## src/rtl/ahb_gpio_irq_pkg.sv

```systemverilog
// Shared definitions for the AHB-Lite GPIO peripheral: register offsets,
// HTRANS encodings, bus-side state encoding and the parity helper.
package gpio_pkg;

    localparam int MAX_WIDTH = 31;

    typedef enum logic [2:0] {
        REG_DATA_OUT    = 3'd0,
        REG_DIR         = 3'd1,
        REG_DATA_IN     = 3'd2,
        REG_IRQ_RISE_EN = 3'd3,
        REG_IRQ_FALL_EN = 3'd4,
        REG_IRQ_STATUS  = 3'd5
    } reg_off_e;

    typedef enum logic [1:0] {
        HTRANS_IDLE   = 2'b00,
        HTRANS_BUSY   = 2'b01,
        HTRANS_NONSEQ = 2'b10,
        HTRANS_SEQ    = 2'b11
    } htrans_e;

    typedef enum logic {
        BUS_IDLE = 1'b0,
        BUS_DATA = 1'b1
    } bus_state_e;

    // Parity of a zero-extended data word; odd_sel=1 selects odd parity.
    function automatic logic parity_bit(input logic [MAX_WIDTH-1:0] data, input logic odd_sel);
        parity_bit = (^data) ^ odd_sel;
    endfunction

endpackage

```

## src/rtl/ahb_gpio_irq_if.sv

```systemverilog
// AHB-Lite slave-side signal bundle used between the bus fabric and the GPIO block.
interface ahb_gpio_irq_if;

    logic        HSEL;
    logic [31:0] HADDR;
    logic [1:0]  HTRANS;
    logic        HWRITE;
    logic [31:0] HWDATA;
    logic        HREADY;
    logic        HREADYOUT;
    logic [31:0] HRDATA;

    modport master (
        output HSEL, HADDR, HTRANS, HWRITE, HWDATA, HREADY,
        input  HREADYOUT, HRDATA
    );

    modport slave (
        input  HSEL, HADDR, HTRANS, HWRITE, HWDATA, HREADY,
        output HREADYOUT, HRDATA
    );

endinterface

```

## src/rtl/ahb_gpio_irq_sync_edge.sv

```systemverilog
// Input synchroniser chain for the GPIO pads plus edge history and
// enable-qualified rise/fall event vectors.
module gpio_sync_edge #(
    parameter int WIDTH       = 16,
    parameter int SYNC_STAGES = 2
) (
    input  logic             clk_i,
    input  logic             rst_ni,
    input  logic [WIDTH-1:0] pad_i,
    input  logic [WIDTH-1:0] rise_en_i,
    input  logic [WIDTH-1:0] fall_en_i,
    output logic [WIDTH-1:0] data_in_o,
    output logic [WIDTH-1:0] rise_o,
    output logic [WIDTH-1:0] fall_o
);

    logic [SYNC_STAGES-1:0][WIDTH-1:0] sync_q;
    logic [WIDTH-1:0]                  prev_q;

    // Synchroniser shift chain and one-cycle history of the synchronised value.
    always_ff @(posedge clk_i) begin
        if (!rst_ni) begin
            sync_q <= {(SYNC_STAGES*WIDTH){1'b0}};
            prev_q <= {WIDTH{1'b0}};
        end else begin
            sync_q <= {sync_q[SYNC_STAGES-2:0], pad_i};
            prev_q <= sync_q[SYNC_STAGES-1];
        end
    end

    assign data_in_o = sync_q[SYNC_STAGES-1];
    assign rise_o    = data_in_o & ~prev_q & rise_en_i;
    assign fall_o    = ~data_in_o & prev_q & fall_en_i;

endmodule

```

## src/rtl/ahb_gpio_irq.sv

```systemverilog
// Zero-wait-state AHB-Lite GPIO slave with direction control, synchronised
// inputs, rise/fall edge interrupts (W1C status) and parity-checked output writes.
module ahb_gpio_irq
    import gpio_pkg::*;
#(
    parameter int WIDTH       = 16,
    parameter int SYNC_STAGES = 2,
    parameter int PARITY_EN   = 1
) (
    input  logic               HCLK,
    input  logic               HRESETn,
    ahb_gpio_irq_if.slave      bus,
    input  logic               PARITYSEL,
    output logic               PARITYERR,
    input  logic [WIDTH-1:0]   GPIOIN,
    output logic [WIDTH-1:0]   GPIOOUT,
    output logic [WIDTH-1:0]   GPIOEN,
    output logic               GPIOIRQ
);

    localparam logic PARITY_ON = (PARITY_EN != 0);

    bus_state_e       state_q, state_d;
    logic             valid_s;
    logic             accept_s;
    logic             hwrite_q;
    reg_off_e         addr_q;

    logic [WIDTH-1:0] data_out_q, data_out_d;
    logic [WIDTH-1:0] dir_q, dir_d;
    logic [WIDTH-1:0] rise_en_q, rise_en_d;
    logic [WIDTH-1:0] fall_en_q, fall_en_d;
    logic [WIDTH-1:0] status_q, status_d;
    logic             parityerr_q, parityerr_d;

    logic [WIDTH-1:0] wdata_s;
    logic [WIDTH-1:0] clr_s;
    logic             wr_en_s;
    logic             parity_bad_s;
    logic [31:0]      rdata_s;
    logic [WIDTH-1:0] data_in_s;
    logic [WIDTH-1:0] rise_s;
    logic [WIDTH-1:0] fall_s;
    logic             unused_s;

    gpio_sync_edge #(
        .WIDTH       (WIDTH),
        .SYNC_STAGES (SYNC_STAGES)
    ) u_sync_edge (
        .clk_i     (HCLK),
        .rst_ni    (HRESETn),
        .pad_i     (GPIOIN),
        .rise_en_i (rise_en_q),
        .fall_en_i (fall_en_q),
        .data_in_o (data_in_s),
        .rise_o    (rise_s),
        .fall_o    (fall_s)
    );

    assign accept_s = bus.HSEL & bus.HREADY & bus.HTRANS[1];

    // Bus-side state register: IDLE or DATA (data phase pending).
    always_ff @(posedge HCLK) begin
        if (!HRESETn) begin
            state_q <= BUS_IDLE;
        end else begin
            state_q <= state_d;
        end
    end

    // Next-state logic: every accepted address phase leads into a data phase.
    always_comb begin
        state_d = BUS_IDLE;
        case (state_q)
            BUS_IDLE: state_d = accept_s ? BUS_DATA : BUS_IDLE;
            BUS_DATA: state_d = accept_s ? BUS_DATA : BUS_IDLE;
            default:  state_d = BUS_IDLE;
        endcase
    end

    // State outputs: the data phase is valid only in DATA.
    always_comb begin
        valid_s = 1'b0;
        if (state_q == BUS_DATA) begin
            valid_s = 1'b1;
        end else begin
            valid_s = 1'b0;
        end
    end

    // Address-phase capture of direction and register offset.
    always_ff @(posedge HCLK) begin
        if (!HRESETn) begin
            hwrite_q <= 1'b0;
            addr_q   <= REG_DATA_OUT;
        end else if (accept_s) begin
            hwrite_q <= bus.HWRITE;
            addr_q   <= reg_off_e'(bus.HADDR[4:2]);
        end
    end

    assign wr_en_s      = valid_s & hwrite_q;
    assign wdata_s      = bus.HWDATA[WIDTH-1:0];
    assign parity_bad_s = PARITY_ON &&
                          (bus.HWDATA[WIDTH] != parity_bit(MAX_WIDTH'(wdata_s), PARITYSEL));

    // Write decode: next values for the RW registers, the W1C mask and the parity flag.
    always_comb begin
        data_out_d  = data_out_q;
        dir_d       = dir_q;
        rise_en_d   = rise_en_q;
        fall_en_d   = fall_en_q;
        clr_s       = {WIDTH{1'b0}};
        parityerr_d = 1'b0;
        if (wr_en_s) begin
            case (addr_q)
                REG_DATA_OUT: begin
                    if (parity_bad_s) begin
                        parityerr_d = 1'b1;
                    end else begin
                        data_out_d = wdata_s;
                    end
                end
                REG_DIR:         dir_d     = wdata_s;
                REG_IRQ_RISE_EN: rise_en_d = wdata_s;
                REG_IRQ_FALL_EN: fall_en_d = wdata_s;
                REG_IRQ_STATUS:  clr_s     = wdata_s;
                default:         clr_s     = {WIDTH{1'b0}};
            endcase
        end else begin
            parityerr_d = 1'b0;
        end
    end

    // A new edge in the same cycle as a clear keeps the bit set.
    assign status_d = (status_q & ~clr_s) | rise_s | fall_s;

    // Register file and parity-error pulse.
    always_ff @(posedge HCLK) begin
        if (!HRESETn) begin
            data_out_q  <= {WIDTH{1'b0}};
            dir_q       <= {WIDTH{1'b0}};
            rise_en_q   <= {WIDTH{1'b0}};
            fall_en_q   <= {WIDTH{1'b0}};
            status_q    <= {WIDTH{1'b0}};
            parityerr_q <= 1'b0;
        end else begin
            data_out_q  <= data_out_d;
            dir_q       <= dir_d;
            rise_en_q   <= rise_en_d;
            fall_en_q   <= fall_en_d;
            status_q    <= status_d;
            parityerr_q <= parityerr_d;
        end
    end

    // Read mux for the data phase of a read; zero otherwise.
    always_comb begin
        rdata_s = 32'h0000_0000;
        if (valid_s && !hwrite_q) begin
            case (addr_q)
                REG_DATA_OUT:    rdata_s[WIDTH-1:0] = data_out_q;
                REG_DIR:         rdata_s[WIDTH-1:0] = dir_q;
                REG_DATA_IN: begin
                    rdata_s[WIDTH-1:0] = data_in_s;
                    rdata_s[WIDTH]     = parity_bit(MAX_WIDTH'(data_in_s), PARITYSEL);
                end
                REG_IRQ_RISE_EN: rdata_s[WIDTH-1:0] = rise_en_q;
                REG_IRQ_FALL_EN: rdata_s[WIDTH-1:0] = fall_en_q;
                REG_IRQ_STATUS:  rdata_s[WIDTH-1:0] = status_q;
                default:         rdata_s = 32'h0000_0000;
            endcase
        end else begin
            rdata_s = 32'h0000_0000;
        end
    end

    assign bus.HRDATA    = rdata_s;
    assign bus.HREADYOUT = 1'b1;
    assign PARITYERR     = parityerr_q;
    assign GPIOOUT       = data_out_q;
    assign GPIOEN        = dir_q;
    assign GPIOIRQ       = |status_q;

    assign unused_s = ^{bus.HADDR, bus.HTRANS[0], bus.HWDATA};

endmodule
```

## src/flat_wrapper.sv

```systemverilog
// flat-port wrapper written by rule: the top's interface ports become plain ports
module ahb_gpio_irq_flat import gpio_pkg::*;
#(
    parameter int WIDTH       = 16,
    parameter int SYNC_STAGES = 2,
    parameter int PARITY_EN   = 1
)
  (HCLK, HRESETn, PARITYSEL, PARITYERR, GPIOIN, GPIOOUT, GPIOEN, GPIOIRQ, bus_HSEL, bus_HADDR, bus_HTRANS, bus_HWRITE, bus_HWDATA, bus_HREADY, bus_HREADYOUT, bus_HRDATA);
  ahb_gpio_irq_if bus_i ();
  input  logic HCLK;
  input  logic HRESETn;
  input  logic PARITYSEL;
  output logic PARITYERR;
  input  logic [WIDTH-1:0] GPIOIN;
  output logic [WIDTH-1:0] GPIOOUT;
  output logic [WIDTH-1:0] GPIOEN;
  output logic GPIOIRQ;
  input wire logic [$bits(bus_i.HSEL)-1:0] bus_HSEL;
  input wire logic [$bits(bus_i.HADDR)-1:0] bus_HADDR;
  input wire logic [$bits(bus_i.HTRANS)-1:0] bus_HTRANS;
  input wire logic [$bits(bus_i.HWRITE)-1:0] bus_HWRITE;
  input wire logic [$bits(bus_i.HWDATA)-1:0] bus_HWDATA;
  input wire logic [$bits(bus_i.HREADY)-1:0] bus_HREADY;
  output wire logic [$bits(bus_i.HREADYOUT)-1:0] bus_HREADYOUT;
  output wire logic [$bits(bus_i.HRDATA)-1:0] bus_HRDATA;
  assign bus_i.HSEL = bus_HSEL;
  assign bus_i.HADDR = bus_HADDR;
  assign bus_i.HTRANS = bus_HTRANS;
  assign bus_i.HWRITE = bus_HWRITE;
  assign bus_i.HWDATA = bus_HWDATA;
  assign bus_i.HREADY = bus_HREADY;
  assign bus_HREADYOUT = bus_i.HREADYOUT;
  assign bus_HRDATA = bus_i.HRDATA;
  ahb_gpio_irq #(.WIDTH(WIDTH), .SYNC_STAGES(SYNC_STAGES), .PARITY_EN(PARITY_EN)) u_core (.HCLK(HCLK), .HRESETn(HRESETn), .bus(bus_i), .PARITYSEL(PARITYSEL), .PARITYERR(PARITYERR), .GPIOIN(GPIOIN), .GPIOOUT(GPIOOUT), .GPIOEN(GPIOEN), .GPIOIRQ(GPIOIRQ));
endmodule
```

## config.mk

```make
export PLATFORM = sky130hd
export DESIGN_NAME = ahb_gpio_irq_flat
export DESIGN_NICKNAME = d
export VERILOG_FILES = /design/src/rtl/ahb_gpio_irq_pkg.sv /design/src/rtl/ahb_gpio_irq_if.sv /design/src/rtl/ahb_gpio_irq_sync_edge.sv /design/src/rtl/ahb_gpio_irq.sv /design/src/flat_wrapper.sv
export SDC_FILE = /design/constraint.sdc
export NUM_CORES = 1
export LEC_CHECK = 0
export BUFFER_PORTS_ARGS = -buffer_cell sky130_fd_sc_hd__buf_2
export CAP_MARGIN = 5
export CORE_MARGIN = 8
export CORE_UTILIZATION = 57
export DETAILED_ROUTE_END_ITERATION = 8
export PLACE_DENSITY = 0.92
export SYNTH_ARGS = -nofsm -noshare
export SYNTH_HDL_FRONTEND = slang
export SYNTH_SLANG_ARGS = --single-unit
export TNS_END_PERCENT = 5
```

## constraint.sdc

```tcl
create_clock -name HCLK -period 5.91 [get_ports HCLK]
set_clock_uncertainty 0.1 [all_clocks]
set_input_delay 0.591 -clock HCLK [delete_from_list [all_inputs] [get_ports HCLK]]
set_output_delay 0.591 -clock HCLK [all_outputs]
set_load 0.03 [all_outputs]
```

==> metrics, run 1 <==
WL per Instance=19.6 um; H-tree levels=4; Peak Freq=0.258 GHz; terminus of the critical flop-to-flop path=u_core.GPIOEN[14]; yosys warns=0; most frequent cells after synthesis=dfxtp_1, nand2_1, nor2_1; asr flop ratio synth=0%; Yosys cell types=42; Leak=0.00292 uW; TritonCTS buffer count=17; IO buf count=93; GPL Wtd Cong=0.879; EDFF count, synth=0; post-synth top area share=45.0%; largest net degree at the start of global routing=82; total die area=14,000 sq um; Clk pin slew, worst setup/hold paths=60 ps; CP startpoint kind=flip-flop; Yosys top cell by area=dfxtp_1; CTS max path bufs=2; Post-CTS Setup Inserts=0; met2 wire length=7960 um; Hold EP=u_core.u_sync_edge.sync_q[9]; Final Hold Viols=0; CP Class=reg -> out; # setup viols final=0; period utilization=65.7%; hold path start=GPIOIN[9]; reg2reg start=u_core.addr_q[0]; Max VDD drop=0.199 mV; CP max FO=22; Clock Tree Root=clkbuf_8; WHS Path Cells=2; Slew Limit Fails=0; Worst Setup Slack, final=2030 ps; I/O pin total=155; # DRC=0; Hold Path Class=in -> reg; Vias=5,282; total global-route track usage=24.8%; Fill cells=724; layout cell share with drive strength beyond 1=20.3%; RSZ-0062 raised after global routing=no; first-pass GRT wire length=28,100 um; vias in the first global route=5,568; n_diodes=0; Final Power=2160 uW; WL final=17,300 um; post-synth design cell area=5960 sq um; Top Metal Used=met4; layout net count=824; pre-CTS setup slack=2640 ps; synth top area cells=dfxtp_1, mux2i_1, nand2_1; r2r worst-path depth=6; top_reg_cell synth=dfxtp_1; status=finished clean; sequential area share after synthesis=45.0%; floorplan row count=37; R2R Setup Slk=2440 ps; min Tclk post-route=3880 ps; Setup TNS=0 ps; Clock Latency Late Sink=520 ps; most common cell in the synthesized netlist=dfxtp_1; DR pass1 iterations=8; CP endpoint kind=output pin; Core Area=10,200 sq um; Die Span Y=118 um; hold buffers post-CTS=0; clock tree sinks=134; Initial DRC Count=839; Seq cells post-synth=134; routed vias/inst=5.97; CP required=5220 ps; CTS tree=built; die extent in x=118 um; GRT overflow=0; relative slew slack=18.8%; Max-Cap Viols=0; Final ANT Viol Nets=0; post-CTS sizing=0; hpwl dp=10,500 um; initial antenna violation count=0; met3 wire length=2280 um; Layout Area Growth over Synthesis=17.8%; met1 wire length=6330 um; cells after synthesis=654; initial core utilization=58.3%; crit path DAT=3190 ps; syn_area_per_cell=9.12 sq um; Slew @ Worst Pin=1220 ps; pwr dens=308 nW/um^2
## state kept, by name, indices dropped and copies added (netlist names)
register	count
u_core.PARITYERR	1
u_core.addr_q	3
u_core.state_q	1
u_core.hwrite_q	1
u_core.GPIOEN	16
u_core.u_sync_edge.data_in_o	16
u_core.fall_en_q	16
u_core.GPIOOUT	16
u_core.rise_en_q	16
u_core.status_q	16
u_core.u_sync_edge.sync_q	16
u_core.u_sync_edge.prev_q	16
## area by class of cell
cell class	instances	area [sq um]	share of cell area, %
Clock inverter	14	175	2.49
Clock buffer	18	428	6.09
Tap cell	136	170	2.42
Timing Repair Buffer	101	526	7.48
Multi-Input combinational cell	480	3040	43.2
Inverter	2	7.51	0.107
Sequential cell	134	2680	38.2
## report_power, final
group	leakage [uW]	internal (uW)	switching [uW]
Sequential	0.00109	918	15.7
Clock	0.000288	658	420
Combinational	0.00154	64.1	87.2
Total	0.00292	1640	523
## layout by cell type, fill, tap and decap left out, types with 9 or more instances in the layout
| cell type | netlist | routed |
|---|---|---|
| clkbuf_16 | 0 | 16 |
| mux2_2 | 10 | 10 |
| conb_1 | 2 | 16 |
| nand2_1 | 102 | 102 |
| nand3b_1 | 16 | 16 |
| mux2i_1 | 61 | 61 |
| a21oi_1 | 38 | 38 |
| and2_1 | 49 | 49 |
| mux2_1 | 9 | 9 |
| dfxtp_1 | 134 | 134 |
| xnor2_1 | 22 | 22 |
| buf_2 | 4 | 93 |
| nor2_1 | 76 | 76 |
| o21ai_0 | 16 | 16 |
## routing by layer
| layer | vias to the layer above | global-route usage, % |
|---|---|---|
| li1 | 2346 | - |
| met4 | 0 | 14.5 |
| met2 | 412 | 39.3 |
| met5 | - | 0 |
| met3 | 103 | 9.57 |
| met1 | 2421 | 28.0 |
## through the flow
step                hold WS [ps]  cell area (sq um)  util, %  instances
global route                 153               7030     68.7        885
global placement             316               6420     62.8        853
floorplan                    312               6020        -        668
detailed placement           317               6420     62.8        853
finish                       173               7030     68.7        885
CTS                          160               7030     68.7        885
## cells by family after synthesis
kind of cell	share of synthesized area [%]
AND/OR/NAND/NOR	20.7
flip-flops	45.0
AO/OA/AOI/OAI	8.89
multiplexers	15.0
buffers and inverters	5.08
XOR/XNOR	5.27
other	0.126
## worst max-delay path, stage by stage (launching register included)
cell and delay [ps]:
dfxtp_1 910, buf_4 460, nor2b_1 540, nand2_1 120, o21ai_1 110, a222oi_1 110
nor2_1 160, buf_2 230
## worst max-delay path by stage
stage / start / to / slack, ps
after CTS: u_core.addr_q[0] / bus_HRDATA[2] / 2190
after floorplan: u_core.addr_q[0] / bus_HRDATA[12] / 2990
after global routing: u_core.addr_q[0] / bus_HRDATA[10] / 1920
final: u_core.addr_q[0] / bus_HRDATA[2] / 2030
after global placement: u_core.addr_q[0] / u_core.GPIOEN[0] / 2710
after detailed placement: u_core.addr_q[0] / u_core.GPIOEN[13] / 2640
Power figures use the tool's default switching activity.
==> run 2, diff against run 1 <==
--- a/config.mk
+++ b/config.mk
@@ -5,12 +5,13 @@
 export SDC_FILE = /design/constraint.sdc
 export NUM_CORES = 1
 export LEC_CHECK = 0
+export ABC_AREA = 1
 export BUFFER_PORTS_ARGS = -buffer_cell sky130_fd_sc_hd__buf_2
 export CAP_MARGIN = 5
 export CORE_MARGIN = 8
-export CORE_UTILIZATION = 57
+export CORE_UTILIZATION = 48
 export DETAILED_ROUTE_END_ITERATION = 8
-export PLACE_DENSITY = 0.92
+export PLACE_DENSITY = 0.84
 export SYNTH_ARGS = -nofsm -noshare
 export SYNTH_HDL_FRONTEND = slang
 export SYNTH_SLANG_ARGS = --single-unit
==> constraint.sdc (replaced) <==
create_clock -name HCLK -period 3.5 [get_ports HCLK]
set_clock_uncertainty 0.1 [all_clocks]
set_input_delay 0.35 -clock HCLK [delete_from_list [all_inputs] [get_ports HCLK]]
set_output_delay 0.35 -clock HCLK [all_outputs]
set_load 0.03 [all_outputs]
==> run 2 against run 1 <==
Compared with the run above: critical endpoint is now bus_HRDATA[5]; via count grew 7.1%; critical path type unchanged; clock power grew 52%; synthesized cell count increased by 22%; area after synthesis is 0.59% lower; sequential power rose by 68%.
==> metrics, run 2 <==
CP Class=reg -> out; longest individual stage delay on the worst path=610 ps (-300 ps); Leak=0.00335 uW (+15%); Post-CTS Setup Inserts=0 (unchanged); CP endpoint kind=output pin; EDFF count, synth=0 (unchanged); CP max FO=10 (-55%); period utilization=85.0%; Seq cells post-synth=134 (unchanged); GRT overflow=0 (unchanged); top_reg_cell synth=dfxtp_1; commonest non-fill, non-tap cell in the layout=nand2_1; CP Buf/Inv Count=3 (+1); reg2reg start=u_core.addr_q[0]; die extent in x=127 um (+7.5%); # DRC=0 (unchanged); Hold EP=u_core.u_sync_edge.sync_q[4]; layout net count=972 (+18%); vias in the first global route=5,404 (-2.9%); Pint=2630 uW (+60%); yosys warns=0 (unchanged); post-synth design cell area=5930 sq um (-0.59%); initial antenna violation count=1 (+1); Top cell by count, worst path=inv_1; I/O pin total=155 (unchanged); total global-route track usage=20.7% (-4.1 points); Final Hold Viols=0 (unchanged); placed cells=1,033 (+21%); initial core utilization=49.2% (-9.1 points); TritonCTS buffer count=17 (unchanged); post-CTS sizing=0 (unchanged); sequential area share after synthesis=45.2% (+0.27 points); Final ANT Viol Nets=0 (unchanged); min Tclk post-route=2970 ps; CP startpoint kind=flip-flop; most common cell in the synthesized netlist=nand2_1; CP Cell Sequence=inv_1 -> nor3_2 -> inv_1 -> o22ai_1 -> a221oi_1 -> a31oi_1 -> buf_2; WL final=16,600 um (-4.1%); IO buf count=93 (unchanged); Die Span Y=127 um (+7.5%); Vias=5,658 (+7.1%); Peak Freq=0.336 GHz; Gate power share=7.4% (+0.4 points); Clock Latency Late Sink=410 ps (-110 ps); GPL Wtd Cong=0.878 (-0.15%); Max-Cap Viols=0 (unchanged); Clock Tree Root=clkbuf_16; cells after synthesis=800 (+22%); routed vias/inst=5.31 (-11%); Clk pin slew, worst setup/hold paths=50 ps (about the same); r2r worst-path depth=6 (unchanged); crit path DAT=2520 ps (-670 ps); post-synth top area share=45.2% (+0.27 points); largest net degree at the start of global routing=52 (-37%); floorplan row count=40 (+8.1%); Layout Area Growth over Synthesis=17.8% (about the same); terminus of the critical flop-to-flop path=u_core.fall_en_q[7]; hpwl dp=11,400 um (+8.5%); status=finished clean; most frequent cells after synthesis=nand2_1, dfxtp_1, inv_1; synth top area cells=dfxtp_1, nand2_1, inv_1; Yosys cell types=30 (-29%); Final Util=57.9% (-11 points); Slew @ Worst Pin=1060 ps (-159 ps); Psw=834 uW (+60%); Initial DRC Count=549 (-35%); Slew Limit Fails=0 (unchanged); total die area=16,200 sq um (+16%); first-pass GRT wire length=26,600 um (-5.2%); Yosys top cell by area=dfxtp_1; commonest non-fill, non-tap cells in the layout=nand2_1, dfxtp_1, inv_1; layout cell share with drive strength beyond 1=18.1% (-2.2 points); clock tree sinks=134 (unchanged); CP required=3050 ps (-2170 ps); cell family with most CP delay=simple AND/OR/NAND/NOR gates; WL per Instance=15.6 um (-20%); Hold Path Class=in -> reg; DR pass1 iterations=5 (-3); Core Area=12,100 sq um (+18%); R2R Setup Slk=870 ps (-1570 ps); WHS Path Cells=3 (+1); syn_area_per_cell=7.41 sq um (-19%); H-tree levels=4 (unchanged); RSZ-0062 raised after global routing=no; Final Non-Filler Cells=1,065 (+20%); # setup viols final=0 (unchanged); pwr dens=496 nW/um^2 (+61%); relative slew slack=29.3% (+11 points); hold buffers post-CTS=0 (unchanged); CP max stage cell=nor3_2; clock power share=47.2% (-2.6 points); asr flop ratio synth=0% (unchanged); Net Sw Frac=24.1% (-0.099 points); Max VDD drop=0.347 mV (+75%); CTS tree=built; Reg power frac=45.4% (+2.2 points); CTS max path bufs=2 (unchanged); Setup TNS=0 ps (unchanged); n_diodes=0 (unchanged); hold path start=GPIOIN[4]
[run 2: worst register-to-register path, delay by kind of cell (launching register included)]
| kind | cells | cell delay [ps] |
|---|---|---|
| AO/OA/AOI/OAI | 2 | 530 |
| AND/OR/NAND/NOR | 3 | 1240 |
| buffers and inverters | 1 | 240 |
| flip-flops | 1 | 370 |
[run 2: power groups by stage]
stage | registers, uW | clock network (uW) | logic, uW
floorplan | 1600 | 0 | 185
global placement | 1600 | 0 | 247
detailed placement | 1610 | 0 | 252
CTS | 1570 | 1660 | 254
global route | 1570 | 1720 | 285
finish | 1570 | 1640 | 258
[run 2: layout make-up]
type / instances / area (sq um)
Fill cell: 1118 / 5070
Sequential cell: 134 / 2680
Tap cell: 168 / 210
Inverter: 117 / 439
Multi-Input combinational cell: 511 / 2570
Clock buffer: 22 / 464
Timing Repair Buffer: 103 / 541
Clock inverter: 10 / 80.1
[run 2: how the worst max path moves through the flow]
stage                                start                   to  slack (ps)  depth (start not counted)
after floorplan           u_core.addr_q[0]       bus_HRDATA[10]        1360                          5
after global placement    u_core.addr_q[1]        bus_HRDATA[5]        1010                          7
after detailed placement  u_core.addr_q[0]  u_core.fall_en_q[7]        1000                          6
after CTS                 u_core.addr_q[1]        bus_HRDATA[5]         570                          7
after global routing      u_core.addr_q[1]        bus_HRDATA[5]         420                          7
final                     u_core.addr_q[1]        bus_HRDATA[5]         530                          7
[run 2: per-layer routing]
layer | vias to the layer above | track usage, % | wire, um
met5 | - | 0 | 13
met4 | 2 | 9.73 | 489
met3 | 48 | 6.32 | 1430
met2 | 278 | 35.6 | 8090
met1 | 2596 | 22.9 | 6590
li1 | 2734 | - | -
[run 2: through the flow]
stage | worst slack (ps) | hold slack (ps) | power, uW | instance area, sq um
after floorplan | 1360 | 290 | 1790 | 5980
after global placement | 1010 | 297 | 1850 | 6440
after detailed placement | 999 | 298 | 1860 | 6440
after CTS | 571 | 2.66 | 3480 | 6990
after global routing | 418 | 6.46 | 3580 | 6990
final | 525 | 15.1 | 3470 | 6990
[run 2: kinds of logic (layout without fill, tap and decap cells)]
| kind of cell | count (synthesis) | after routing | synth area share [%] |
|---|---|---|---|
| other | 2 | 16 | 0.127 |
| flip-flops | 134 | 134 | 45.2 |
| AO/OA/AOI/OAI | 154 | 154 | 16.8 |
| AND/OR/NAND/NOR | 325 | 325 | 23.1 |
| XOR/XNOR | 16 | 16 | 2.36 |
| buffers and inverters | 169 | 252 | 12.3 |
